### src/rtl/uart_frame_packer.sv
// Sample FIFO plus byte-serial framer feeding a UART transmitter over an en/done handshake.
// Frame: HDR0, HDR1, SEQ, N_CH big-endian samples, CSUM = (SEQ + payload) mod 256.
module uart_frame_packer #(
   parameter int unsigned SAMPLE_W = 16,
   parameter int unsigned N_CH     = 4,
   parameter int unsigned FIFO_AW  = 4,
   parameter logic [7:0]  HDR0     = 8'hA5,
   parameter logic [7:0]  HDR1     = 8'h5A
) (
   input  logic                sys_clk,
   input  logic                sys_rst,
   input  logic                sample_valid,
   input  logic [SAMPLE_W-1:0] sample_data,
   input  logic                clear_ovf,
   output logic                uart_tx_en,
   output logic [7:0]          uart_tx_data,
   input  logic                uart_tx_done,
   output logic                busy,
   output logic                overflow,
   output logic [FIFO_AW:0]    fifo_level
);

   localparam int unsigned BYTES = SAMPLE_W / 8;
   localparam int unsigned DEPTH = 1 << FIFO_AW;
   localparam int unsigned BW    = (BYTES > 1) ? $clog2(BYTES) : 1;
   localparam int unsigned CW    = FIFO_AW + 1;
   localparam logic [BW-1:0]      LAST_BYTE = BW'(BYTES - 1);
   localparam logic [FIFO_AW-1:0] LAST_SAMP = FIFO_AW'(N_CH - 1);

   typedef enum logic [2:0] {StIdle, StHdr0, StHdr1, StSeq, StPay, StCsum} state_e;

   logic [SAMPLE_W-1:0] mem [DEPTH];
   logic [FIFO_AW-1:0]  wr_ptr_q, rd_ptr_q;
   logic [CW-1:0]       count_q;
   logic                ovf_q;
   logic                full, push, pop, drop;
   logic [SAMPLE_W-1:0] head;

   state_e              state_q, state_d;
   logic                launch_q, launch_d;
   logic [BW-1:0]       byte_idx_q, byte_idx_d;
   logic [FIFO_AW-1:0]  samp_idx_q, samp_idx_d;
   logic [7:0]          seq_q, seq_d;
   logic [7:0]          csum_q, csum_d;
   logic [7:0]          data_q, data_d;
   logic [7:0]          pay_byte, cur_byte;

   assign full = (count_q == CW'(DEPTH));
   // A full FIFO still accepts a sample when the head leaves in the same cycle.
   assign push = sample_valid && (!full || pop);
   assign drop = sample_valid && full && !pop;
   assign head = mem[rd_ptr_q];

   always_ff @(posedge sys_clk or posedge sys_rst) begin
      if (sys_rst) begin
         wr_ptr_q <= '0;
         rd_ptr_q <= '0;
         count_q  <= '0;
         ovf_q    <= 1'b0;
      end else begin
         if (push) wr_ptr_q <= wr_ptr_q + FIFO_AW'(1);
         if (pop)  rd_ptr_q <= rd_ptr_q + FIFO_AW'(1);
         case ({push, pop})
            2'b10:   count_q <= count_q + CW'(1);
            2'b01:   count_q <= count_q - CW'(1);
            default: count_q <= count_q;
         endcase
         if (drop)           ovf_q <= 1'b1;
         else if (clear_ovf) ovf_q <= 1'b0;
      end
   end

   always_ff @(posedge sys_clk) begin
      if (push) mem[wr_ptr_q] <= sample_data;
   end

   always_comb begin
      pay_byte = 8'h00;
      for (int b = 0; b < BYTES; b++) begin
         if (byte_idx_q == BW'(b)) pay_byte = head[SAMPLE_W-1-8*b -: 8];
      end
      case (state_q)
         StHdr0:  cur_byte = HDR0;
         StHdr1:  cur_byte = HDR1;
         StSeq:   cur_byte = seq_q;
         StPay:   cur_byte = pay_byte;
         StCsum:  cur_byte = csum_q;
         default: cur_byte = 8'h00;
      endcase
   end

   always_ff @(posedge sys_clk or posedge sys_rst) begin
      if (sys_rst) begin
         state_q    <= StIdle;
         launch_q   <= 1'b0;
         byte_idx_q <= '0;
         samp_idx_q <= '0;
         seq_q      <= 8'h00;
         csum_q     <= 8'h00;
         data_q     <= 8'h00;
      end else begin
         state_q    <= state_d;
         launch_q   <= launch_d;
         byte_idx_q <= byte_idx_d;
         samp_idx_q <= samp_idx_d;
         seq_q      <= seq_d;
         csum_q     <= csum_d;
         data_q     <= data_d;
      end
   end

   // launch_q selects the one-cycle LAUNCH phase of a byte state; otherwise WAIT.
   always_comb begin
      state_d    = state_q;
      launch_d   = launch_q;
      byte_idx_d = byte_idx_q;
      samp_idx_d = samp_idx_q;
      seq_d      = seq_q;
      csum_d     = csum_q;
      data_d     = data_q;
      pop        = 1'b0;
      if (state_q == StIdle) begin
         launch_d = 1'b0;
         if (count_q >= CW'(N_CH)) begin
            state_d  = StHdr0;
            launch_d = 1'b1;
         end
      end else if (launch_q) begin
         launch_d = 1'b0;
         data_d   = cur_byte;
         if (state_q == StSeq) csum_d = seq_q;
         if (state_q == StPay) begin
            csum_d = csum_q + pay_byte;
            pop    = (byte_idx_q == LAST_BYTE);
         end
      end else if (uart_tx_done) begin
         launch_d = 1'b1;
         case (state_q)
            StHdr0: state_d = StHdr1;
            StHdr1: state_d = StSeq;
            StSeq: begin
               state_d    = StPay;
               byte_idx_d = '0;
               samp_idx_d = '0;
            end
            StPay: begin
               if (byte_idx_q != LAST_BYTE) begin
                  byte_idx_d = byte_idx_q + BW'(1);
               end else begin
                  byte_idx_d = '0;
                  if (samp_idx_q == LAST_SAMP) begin
                     samp_idx_d = '0;
                     state_d    = StCsum;
                  end else begin
                     samp_idx_d = samp_idx_q + FIFO_AW'(1);
                  end
               end
            end
            StCsum: begin
               state_d  = StIdle;
               launch_d = 1'b0;
               seq_d    = seq_q + 8'd1;
            end
            default: begin
               state_d  = StIdle;
               launch_d = 1'b0;
            end
         endcase
      end
   end

   assign uart_tx_en   = launch_q && (state_q != StIdle);
   assign uart_tx_data = uart_tx_en ? cur_byte : data_q;
   assign busy         = (state_q != StIdle);
   assign overflow     = ovf_q;
   assign fifo_level   = count_q;

endmodule

### config.mk
export PLATFORM = sky130hd
export DESIGN_NAME = uart_frame_packer
export DESIGN_NICKNAME = d
export VERILOG_FILES = /design/src/rtl/uart_frame_packer.sv
export SDC_FILE = /design/constraint.sdc
export NUM_CORES = 1
export LEC_CHECK = 0
export ABC_AREA = 1
export BUFFER_PORTS_ARGS = -buffer_cell sky130_fd_sc_hd__buf_4
export CAP_MARGIN = 20
export CORE_ASPECT_RATIO = 2
export CORE_MARGIN = 2
export CORE_UTILIZATION = 49
export DETAILED_ROUTE_END_ITERATION = 10
export HOLD_SLACK_MARGIN = 0.1
export PLACE_DENSITY = 0.73
export SETUP_SLACK_MARGIN = 0.5
export SLEW_MARGIN = 15
export SYNTH_ARGS = -nofsm -noshare
export SYNTH_HDL_FRONTEND = slang
export SYNTH_SLANG_ARGS = --single-unit
### constraint.sdc
create_clock -name sys_clk -period 2.9 [get_ports sys_clk]
set_input_delay 0.29 -clock sys_clk [delete_from_list [all_inputs] [get_ports sys_clk]]
set_output_delay 0.29 -clock sys_clk [all_outputs]
set_load 0.02 [all_outputs]
==> results by group <==
Timing
  • Final Slew Violations: 0
  • Worst setup margin: -0.1651 ns
  • Setup Skew: 0.01870 ns
  • Period utilisation layout: 1.057
  • Worst Tran Pin Value: approximately 0.8 ns
  • Fmax achieved: 326.3 MHz
  • Hold_ws: 0.1765 ns
  • Min cycle time layout: roughly 3 ns
  • RSZ-0062 raised after global routing: yes
  • Slew headroom: 0.4632
  • Setup Viol. Count Final: 6
  • Final Hold Vio Count: 0
  • Post-route setup TNS: -0.5630 ns

Yosys
  • Synth Area in Compound Gates: 0.1099
  • Syn Inst Count: 1,063
  • Synth Area in Adders: 0.01957
  • Post-synthesis sequential area ratio: 0.6862
  • Synth top area share: 0.5951
  • Main combinational cell family by area after synthesis: simple AND/OR/NAND/NOR gates
  • Yosys synthesis warning count: 0
  • Yosys cell types: 39
  • Commonest cells in the synthesized netlist: edfxtp_1 (256), nor2_1 (145), nand2_1 (118), o21ai_0 (117), nand3_1 (91)
  • Top FF cell, synth: edfxtp_1
  • Number of synthesized flops with an enable pin: 256
  • Seq cells post-synth: ~300
  • Synthesized cell area: approximately 0.013 mm2
  • Multiplexer area fraction after synthesis: 0
  • Synth area leaders: edfxtp_1 (60%), dfrtp_1 (9.1%), o21ai_0 (4.5%)
  • Leading area contributor after synthesis: edfxtp_1
  • Most frequent cell after synthesis: edfxtp_1
  • Post-synth net total: 1,103
  • Mean Syn Cell Area: 12.15 um2
  • Simple-Gate Fraction of Synth Area: 0.1296
  • XOR/XNOR Fraction of Synth Area: 0.01220
  • Post-synth ARST share: 0.1551

Floorplanning
  • Ports: 37
  • Initial core utilization: 0.4956
  • Placeable Area: 0.02607 mm2
  • Core Rows: 84
  • Die Span Y: 233.6 um
  • Die extent in x: around 120 um
  • Die area: 0.02776 mm2

Flow run
  • Max cap viols: 0

Power
  • Total power: 17.04 mW
  • Sw Pwr: around 6.2 mW
  • Net Sw Frac: 0.3651
  • Logic pwr share: 0.435
  • Power per Cell Area: 1017 mW/mm2
  • Static Leak: just over 6 nW
  • Max rail drop VDD: 751.5 uV
  • Internal power: 10.82 mW
  • Clock network power share: 0.231
  • Sequential fraction of design power: 0.334

Cells and area
  • Diodes inserted: 0
  • Final nets: 1,240
  • Share of layout cells above drive strength 1: 0.3333
  • Final Instance Count excl. Fillers: 1,565
  • Synth-to-layout area growth: 29.68%

Critical path
  • R2R depth: 19
  • WP data required: 2.61 ns
  • Worst Setup End Kind: output port
  • R2R Path End: csum_q[6]$_DFFE_PP0P_
  • Worst reg2reg path startpoint: rd_ptr_q[0]$_DFFE_PP0N_
  • Max incr delay on CP: 0.55 ns
  • Crit Path Max Fanout: 8
  • Cell mode on critical path: nand2_2
  • Worst reg-to-reg setup slack: -0.12 ns
  • Startpoint types: register
  • WS Path Type: register to output port
  • Slowest CP cell: dfrtp_4
  • CP Data Arrival Time: 2.78 ns
  • Worst path cell trace: clkinv_8, buf_8, buf_4, nor2_1, o221ai_1, nand3_1, nand3_2, buf_6, nand3_4, nand2_2, nand2_2, nand2_2, buf_6

Routing
  • Routed Antenna Nets: 0
  • Vias per inst: 6.069
  • DRC: 0
  • Wirelength, routed: 37.14 mm
  • Initial DRC count: 1,148
  • First drt pass iteration count: 5
  • Via count: between 9,000 and 10,000
  • Wirelength per Cell: 23.73 um

Clocking
  • TritonCTS Sinks: a little over 300
  • Bufs on Longest Clock Path: 3
  • H-tree depth: 1
  • Clk_lat worst skew: 0.57 ns
  • Worst-path clk slew: ~0.07 ns
  • CTS tree: built
  • CTS buffer count: 28
  • Clock root cell: clkbuf_16

GRT
  • Global route overflow: 0
  • Number of global-route vias before repair: approximately 9,400
  • Initial antenna violation count: 0
  • Largest net degree at the start of global routing: 43
  • First-pass GRT wire length: 52.90 mm
  • GRT Total Usage: 0.2506

Worst hold path
  • Min-Delay Path Class: input port to register
  • Hold Startpoint: sample_valid
  • Hold Path Stages: 5
  • Hold Path Sink: fifo_level[4]$_DFFE_PP0P_

Outcome
  • Status: finished with violations
  • Violated checks: setup timing

Place
  • Port bufs: 36
  • Dpl ws: -0.02581 ns
  • Inst Count DP: 1,453
  • Final RePlAce weighted congestion: 0.8265
  • Post-DP HPWL: 19.96 mm
## final cells by class
class	count	area (um2)
Fill cell	1832	9314
Sequential cell	303	8869
Multi-Input combinational cell	649	4395
Timing Repair Buffer	162	1851
Clock buffer	29	725.7
Tap cell	344	430.4
Clock inverter	22	252.7
Inverter	55	219.0
Timing Repair inverter	1	8.758
## power groups by stage
stage               Sequential [mW]  Clock, mW  Combinational [mW]
global route                   5.73       4.13                7.86
finish                         5.69       3.94                7.41
detailed placement             5.70          0                4.88
floorplan                      5.67          0                3.26
global placement               5.68          0                4.73
CTS                            5.65       3.92                5.99
## sequential cells by signal (all words and copies together) (netlist names), named ones only
register	flops
overflow	1
launch_q	1
fifo_level	5
samp_idx_q	4
rd_ptr_q	4
seq_q	8
wr_ptr_q	4
byte_idx_q	1
data_q	8
mem	256
csum_q	8
state_q	2
## layer usage
layer / share of wire / wire length [um] / global-route usage / up-vias
li1: - / - / - / 4151
met1: 0.35 / 13100 / 0.3006 / 4644
met2: 0.51 / 18860 / 0.4344 / 559
met3: 0.081 / 3013 / 0.03589 / 144
met4: 0.058 / 2172 / 0.1347 / 0
met5: 0 / 0 / 0 / -
## critical path: cells and delay by family (launching register included)
| family | cells | cell delay (ns) |
|---|---|---|
| flops | 1 | 0.55 |
| compound gates | 1 | 0.18 |
| simple gates | 7 | 0.73 |
| buf+inv | 5 | 0.72 |
## timing repair
item,in CTS,in global routing
pin swaps,53,79
resized for setup,167,143
endpoints found under the hold margin,291,0
gates cloned,6,8
endpoints found under the setup margin,112,164
hold buffers,19,0
buffers inserted,10,18
## cell usage in the layout, fill, tap and decap left out, drive strengths merged
master	n
o211ai	2
xor2	15
nand3	93
inv	53
nor3	4
nand2	121
a31oi	5
dlygate4sd3	19
ha	17
clkinv	14
buf	136
dfrtp	47
nor2	153
o22ai	2
o31ai	1
fa	2
a221oi	8
nand4	4
and2	6
edfxtp	256
or2	2
a21oi	18
clkinvlp	6
o21ai	138
clkbuf	36
o221ai	55
bufinv	5
xnor2	3
## worst max path at each step
stage	to	slack (ns)	cells past startpoint	startpoint
after global routing	csum_q[6]$_DFFE_PP0P_	-0.25	19	rd_ptr_q[0]$_DFFE_PP0N_
after global placement	csum_q[7]$_DFFE_PP0P_	0.05	16	rd_ptr_q[0]$_DFFE_PP0N_
after CTS	uart_tx_data[3]	0.002	13	rd_ptr_q[0]$_DFFE_PP0N_
final	uart_tx_data[1]	-0.17	13	rd_ptr_q[0]$_DFFE_PP0N_
after floorplan	csum_q[6]$_DFFE_PP0P_	0.20	21	rd_ptr_q[0]$_DFFE_PP0N_
after detailed placement	csum_q[6]$_DFFE_PP0P_	-0.03	19	rd_ptr_q[0]$_DFFE_PP0N_
## through the flow
step	util	cell area, um2
floorplan	-	13020
global placement	0.5377	14010
detailed placement	0.5377	14010
CTS	0.6101	15900
global route	0.6427	16750
finish	0.6427	16750
## cells by family after synthesis
group,Yosys count
fa+ha+maj,19
flops,303
buf+inv,111
simple gates,383
xor+xnor,18
compound gates,229
Note: power is estimated with default switching activity, not from simulation.
